`src/rtl/fourphase_tx_bridge.sv`:
```
`default_nettype none
// ============================================================================
//  Module      : fourphase_tx_bridge
//  Description : Clocked-to-asynchronous boundary stage. Bytes from the
//                clocked side are buffered in a small FIFO and sent, one at a
//                time, on a four-phase return-to-zero bundled-data channel
//                (req_o / data_o). The acknowledge from the downstream
//                C-element stage (ack_i) is brought in through a two-flop
//                synchroniser.
//
//  Ports       : clk, rst_n          - clock, synchronous active-low reset
//                in_valid/in_ready   - upstream handshake (in_ready = !full,
//                in_data               registered)
//                req_o, data_o       - four-phase request + bundled data
//                                      (both registered)
//                ack_i               - asynchronous acknowledge
//                busy                - FSM not idle or FIFO not empty
//                err_timeout         - sticky: a wait state lasted TIMEOUT
//                                      cycles
//                tx_count            - completed handshakes, wraps at 256
//
//  Revision    : 1.0 - initial release
// ============================================================================
module fourphase_tx_bridge #(
    parameter int WIDTH   = 8,
    parameter int DEPTH   = 4,      // power of two, >= 2
    parameter int TIMEOUT = 255     // 1 .. 65535
) (
    input  logic             clk,
    input  logic             rst_n,
    input  logic             in_valid,
    output logic             in_ready,
    input  logic [WIDTH-1:0] in_data,
    output logic             req_o,
    output logic [WIDTH-1:0] data_o,
    input  logic             ack_i,
    output logic             busy,
    output logic             err_timeout,
    output logic [7:0]       tx_count
);

    // ------------------------------------------------------------------------
    // Constants
    // ------------------------------------------------------------------------
    localparam int          c_AW      = $clog2(DEPTH);
    localparam int          c_PW      = c_AW + 1;   // extra bit tells full from empty
    localparam logic [15:0] c_TIMEOUT = 16'(TIMEOUT);

    localparam logic [1:0]  c_IDLE    = 2'd0;
    localparam logic [1:0]  c_SETUP   = 2'd1;
    localparam logic [1:0]  c_WAIT_HI = 2'd2;
    localparam logic [1:0]  c_WAIT_LO = 2'd3;

    // ------------------------------------------------------------------------
    // Declarations
    // ------------------------------------------------------------------------
    logic             r_ack_meta;
    logic             r_ack_s;

    logic [WIDTH-1:0] r_mem [DEPTH];
    logic [c_PW-1:0]  r_wr_ptr;
    logic [c_PW-1:0]  r_rd_ptr;
    logic             r_in_ready;

    logic [1:0]       r_state;
    logic             r_req;
    logic [WIDTH-1:0] r_data;
    logic [15:0]      r_tmo_cnt;
    logic             r_err;
    logic [7:0]       r_tx_count;

    logic             w_empty;
    logic             w_push;
    logic             w_pop;
    logic [c_PW-1:0]  w_wr_ptr_nxt;
    logic [c_PW-1:0]  w_rd_ptr_nxt;
    logic [c_PW-1:0]  w_count_nxt;
    logic             w_full_nxt;
    logic [WIDTH-1:0] w_head;
    logic             w_tmo_hit;

    // ------------------------------------------------------------------------
    // Acknowledge synchroniser. An ack_i change lands in r_ack_s on the
    // second edge after it occurs; the FSM reacts on the edge after that.
    // ------------------------------------------------------------------------
    always_ff @(posedge clk) begin
        if (!rst_n) begin
            r_ack_meta <= 1'b0;
            r_ack_s    <= 1'b0;
        end else begin
            r_ack_meta <= ack_i;
            r_ack_s    <= r_ack_meta;
        end
    end

    // ------------------------------------------------------------------------
    // FIFO
    // ------------------------------------------------------------------------
    assign w_empty = (r_wr_ptr == r_rd_ptr);
    assign w_push  = in_valid && r_in_ready;
    // Pop only from IDLE, and never while a stale acknowledge is still high:
    // raising req against ack_s=1 would break the return-to-zero protocol.
    assign w_pop   = (r_state == c_IDLE) && !w_empty && !r_ack_s;
    assign w_head  = r_mem[r_rd_ptr[c_AW-1:0]];

    assign w_wr_ptr_nxt = r_wr_ptr + {{c_AW{1'b0}}, w_push};
    assign w_rd_ptr_nxt = r_rd_ptr + {{c_AW{1'b0}}, w_pop};
    assign w_count_nxt  = w_wr_ptr_nxt - w_rd_ptr_nxt;
    assign w_full_nxt   = (w_count_nxt == c_PW'(DEPTH));

    // Storage is not reset; the pointers alone define the contents.
    always_ff @(posedge clk) begin
        if (w_push && rst_n) begin
            r_mem[r_wr_ptr[c_AW-1:0]] <= in_data;
        end
    end

    // in_ready is registered from the next-cycle fill level, so a full FIFO
    // keeps in_ready low even in a cycle that pops (no pass-through).
    always_ff @(posedge clk) begin
        if (!rst_n) begin
            r_wr_ptr   <= '0;
            r_rd_ptr   <= '0;
            r_in_ready <= 1'b0;
        end else begin
            r_wr_ptr   <= w_wr_ptr_nxt;
            r_rd_ptr   <= w_rd_ptr_nxt;
            r_in_ready <= !w_full_nxt;
        end
    end

    // ------------------------------------------------------------------------
    // Handshake FSM
    // ------------------------------------------------------------------------
    // Fires on the cycle the wait counter steps onto TIMEOUT; the counter
    // then holds there and the flag stays set until reset.
    assign w_tmo_hit = (r_tmo_cnt == (c_TIMEOUT - 16'd1));

    always_ff @(posedge clk) begin
        if (!rst_n) begin
            r_state    <= c_IDLE;
            r_req      <= 1'b0;
            r_data     <= '0;
            r_tmo_cnt  <= '0;
            r_err      <= 1'b0;
            r_tx_count <= '0;
        end else begin
            case (r_state)
                c_IDLE: begin
                    if (w_pop) begin
                        // data_o only ever changes here, one full cycle
                        // before req_o rises.
                        r_data  <= w_head;
                        r_state <= c_SETUP;
                    end
                end

                c_SETUP: begin
                    r_req     <= 1'b1;
                    r_tmo_cnt <= '0;
                    r_state   <= c_WAIT_HI;
                end

                c_WAIT_HI: begin
                    if (r_ack_s) begin
                        r_req     <= 1'b0;
                        r_tmo_cnt <= '0;
                        r_state   <= c_WAIT_LO;
                    end else begin
                        if (r_tmo_cnt != c_TIMEOUT) begin
                            r_tmo_cnt <= r_tmo_cnt + 16'd1;
                        end
                        if (w_tmo_hit) begin
                            r_err <= 1'b1;
                        end
                    end
                end

                c_WAIT_LO: begin
                    if (!r_ack_s) begin
                        r_tx_count <= r_tx_count + 8'd1;
                        r_state    <= c_IDLE;
                    end else begin
                        if (r_tmo_cnt != c_TIMEOUT) begin
                            r_tmo_cnt <= r_tmo_cnt + 16'd1;
                        end
                        if (w_tmo_hit) begin
                            r_err <= 1'b1;
                        end
                    end
                end

                default: begin
                    r_req   <= 1'b0;
                    r_state <= c_IDLE;
                end
            endcase
        end
    end

    // ------------------------------------------------------------------------
    // Outputs
    // ------------------------------------------------------------------------
    assign in_ready    = r_in_ready;
    assign req_o       = r_req;
    assign data_o      = r_data;
    assign err_timeout = r_err;
    assign tx_count    = r_tx_count;
    assign busy        = (r_state != c_IDLE) || !w_empty;

endmodule
`default_nettype wire
```
`config.mk`:
```
export PLATFORM = sky130hd
export DESIGN_NAME = fourphase_tx_bridge
export DESIGN_NICKNAME = d
export VERILOG_FILES = /design/src/rtl/fourphase_tx_bridge.sv
export SDC_FILE = /design/constraint.sdc
export NUM_CORES = 1
export LEC_CHECK = 0
export BUFFER_PORTS_ARGS = -buffer_cell sky130_fd_sc_hd__buf_4
export CAP_MARGIN = 30
export CORE_UTILIZATION = 59
export DETAILED_ROUTE_END_ITERATION = 8
export PLACE_DENSITY_LB_ADDON = 0.25
export SYNTH_ARGS = -nofsm -noshare
export SYNTH_HDL_FRONTEND = slang
export SYNTH_SLANG_ARGS = --single-unit
```
`constraint.sdc`:
```
create_clock -name clk -period 3.1 [get_ports clk]
set_input_delay 0.31 -clock clk [delete_from_list [all_inputs] [get_ports clk]]
set_output_delay 0.31 -clock clk [all_outputs]
set_load 0.005 [all_outputs]
```
==> flow_summary.yaml <==
synthesis:
  ys_types: 49
  yosysTopAreaCell: "edfxtp_1"
  netlist_area_um2: 3440
  seq_area_frac_synth: 0.541
  yosys.area_share.adder: 0.0509
  synth.area.mux_share: 0.0582
  synth_compound_area_frac: 0.0990
  syn_area_per_cell_um2: 11.6
  synthCells: 296
  yosys-top-cells-area: "edfxtp_1, dfxtp_1, mux4_2"
  synth_flop_cell: "dfxtp_1"
  yosys_warnings: 0
  yosys.area_share.simple: 0.187
  yosysTopAreaCellShare: 0.279
  synth-seq-cells: 77
  synth_top_family_by_area: "simple AND/OR/NAND/NOR gates"
  synth-edff-count: 32
  ys_async_sr_fraction: 0
  syn_nets: 322
  yosys.area_share.xor_xnor: 0.0331
timing:
  hold_slack_ns: 0.150
  rsz0062_at_grt: "no"
  final_hold_viol_count: 0
  post-route-min-period_ns: 2.43
  setup_viol: 0
  slew_violations: 0
  skew_ns: 0.00707
  setup_tns_ns: 0
  finalWorstSetupSlack_ns: 0.665
  final.period_utilization: 0.785
  worst_pin_slew_ns: 0.774
  maxSlewHeadroom: 0.482
  fmax_mhz: 411
power:
  clock_power_share: 0.273
  ir_drop_mv: 0.541
  leakage_uw: 0.00142
  power.density_nw_per_um2: 706
  seqPwrFrac: 0.440
  pwr-share-comb: 0.288
  p_int_uw: 1900
  swShare: 0.316
  p_switching_uw: 879
cts:
  cts.sinks: 77
  cts_tree: "yes"
  worstSkewPairLatency_ns: 0.36
  clk_pin_slew_worst_paths_ns: 0.08
  cts-root-buf: "clkbuf_8"
  ctsHoldBuffers: 0
  post-cts-setup-buffer-count: 0
  clock_tree.buffer_depth: 2
  ctsHtreeMaxLevel: 3
  ctsResizeCount: 0
  cts_buffers: 9
drt:
  via_per_inst: 5.76
  post_drt_wl_per_cell_um: 15.9
  drcViolationCount: 0
  drtAntennaViolNets: 0
  dr.pass1.iters: 5
  detail_route.iter0.violations: 139
  vias: 2366
  wirelength_mm: 6.54
worst_setup_path:
  required_ns: 3.33
  critPathLaunchType: "flop"
  rrSetupSlack_ns: 0.67
  arrival_ns: 2.66
  crit_fanout: 7
  path_class: "flop to flop"
  end_kind: "flop"
global_route:
  grt_pass1_vias: 2219
  grt_pass1_wl_mm: 10.6
  grt_max_degree: 32
  grt_use_total: 0.235
  antenna_found_initial: 0
  overflow: 0
placed_design:
  dp_cells: 395
  gp_congestion: 0.768
  port_buffers: 31
  dpl.hpwl_mm: 4.46
  placed_area_um2: 3740
  post-place-ws_ns: 0.672
floorplanning:
  die_y_um: 78.3
  row_count: 27
  dieWidth_um: 78.3
  core_um2: 5570
  fp.dieArea_um2: 6140
  start_util: 0.617
  ios: 32
final_layout:
  stdcell_area_um2: 3940
  diodes: 0
  drive_above_1_share: 0.221
  nFillCells: 415
  mostFrequentLayoutCell: "dfxtp_1"
  ff_latch_area_um2: 1860
  nNetsFinal: 360
  post_layout_nonfiller_instances: 411
  area_growth_pct: 14.6
  most-common-layout-cells: "dfxtp_1, buf_4, edfxtp_1, nand2_1, nor2_1"
  multi_input_comb_area_um2: 1470
job:
  max_cap_viol_count: 0
hold_path:
  hold_path_class: "input pin to flop"
outcome:
  status: "finished clean"
[metrics by stage]
stage	power (uW)	utilization
global placement	2010	0.671
detailed placement	2050	0.671
floorplan	1800	-
global route	2940	0.707
finish	2780	0.707
CTS	2800	0.707
[layer usage]
layer	up-vias	global-route usage	share of wire
li1	1189	-	-
met5	-	0	0
met3	15	0.0442	0.044
met2	50	0.371	0.47
met1	1112	0.303	0.46
met4	0	0.139	0.027
[power by group through the flow]
stage / combinational [uW] / sequential, uW / clock, uW
floorplan: 569 / 1240 / 0
global placement: 773 / 1240 / 0
detailed placement: 803 / 1250 / 0
CTS: 804 / 1220 / 770
global route: 890 / 1240 / 811
finish: 800 / 1220 / 758
[worst max-delay path, stage by stage, from the launching register on]
cell and delay [ns]:
dfxtp_1 0.39, inv_1 0.10, ha_1 0.26, inv_2 0.19, a311oi_4 0.08, ha_1 0.21, ha_1 0.28, inv_1 0.06
ha_1 0.19, nor2b_1 0.15, xnor2_1 0.17, xnor2_1 0.15, a31oi_1 0.09
[path summary, 6_finish.rpt]
| path | cells after the start | start | to |
|---|---|---|---|
| setup reg to reg | 12 | r_state[0] | in_ready |
| setup / recovery | 12 | r_state[0] | in_ready |
| hold reg to reg | 2 | data_o[0] | data_o[0] |
| hold / removal | 1 | in_data[6] | r_mem[2][6] |
[logic make-up (layout without fill, tap and decap cells)]
group	after synthesis	in the layout
mux	10	10
compound gates	52	52
simple gates	110	110
buf+inv	20	63
fa+ha+maj	14	14
xor+xnor	13	13
flops	77	77
[final cells by class]
cell class                 instances  share of cell area
timing repair buffer              37              0.0705
sequential                        77               0.473
inverter                          10             0.00953
clock buffer                       9              0.0314
clock inverter                     7              0.0191
multi-input combinational        199               0.374
tap                               72              0.0229
[registers in the layout, summed over array words and instances, names as in the netlist]
name / count
data_o: 8
err_timeout: 1
in_ready: 1
r_ack_meta: 1
r_ack_s: 1
r_mem: 32
r_rd_ptr: 3
r_state: 2
r_tmo_cnt: 16
r_wr_ptr: 3
req_o: 1
tx_count: 8
[cells in the mapped netlist, types with 2 or more instances]
| master | n |
|---|---|
| dfxtp_1 | 45 |
| edfxtp_1 | 32 |
| nand2_1 | 24 |
| nor2_1 | 16 |
| nand3_1 | 15 |
| a21oi_1 | 14 |
| ha_1 | 14 |
| o21ai_1 | 11 |
| inv_1 | 9 |
| nand4_1 | 9 |
| mux4_2 | 8 |
| xnor2_1 | 8 |
| and2_1 | 7 |
| and3_1 | 6 |
| o31ai_1 | 6 |
| or4_1 | 6 |
| clkbuf_1 | 5 |
| nor3_1 | 5 |
| xor2_1 | 5 |
| nor2b_1 | 4 |
| o21ai_0 | 4 |
| or3_1 | 4 |
| buf_6 | 3 |
| o21a_1 | 3 |
| a311oi_1 | 2 |
| a31oi_1 | 2 |
| and4_4 | 2 |
| mux2i_1 | 2 |
| nor3_2 | 2 |
| nor4_1 | 2 |
| o211ai_1 | 2 |
| or4_4 | 2 |
No activity file was read; power rests on OpenSTA's default activity.
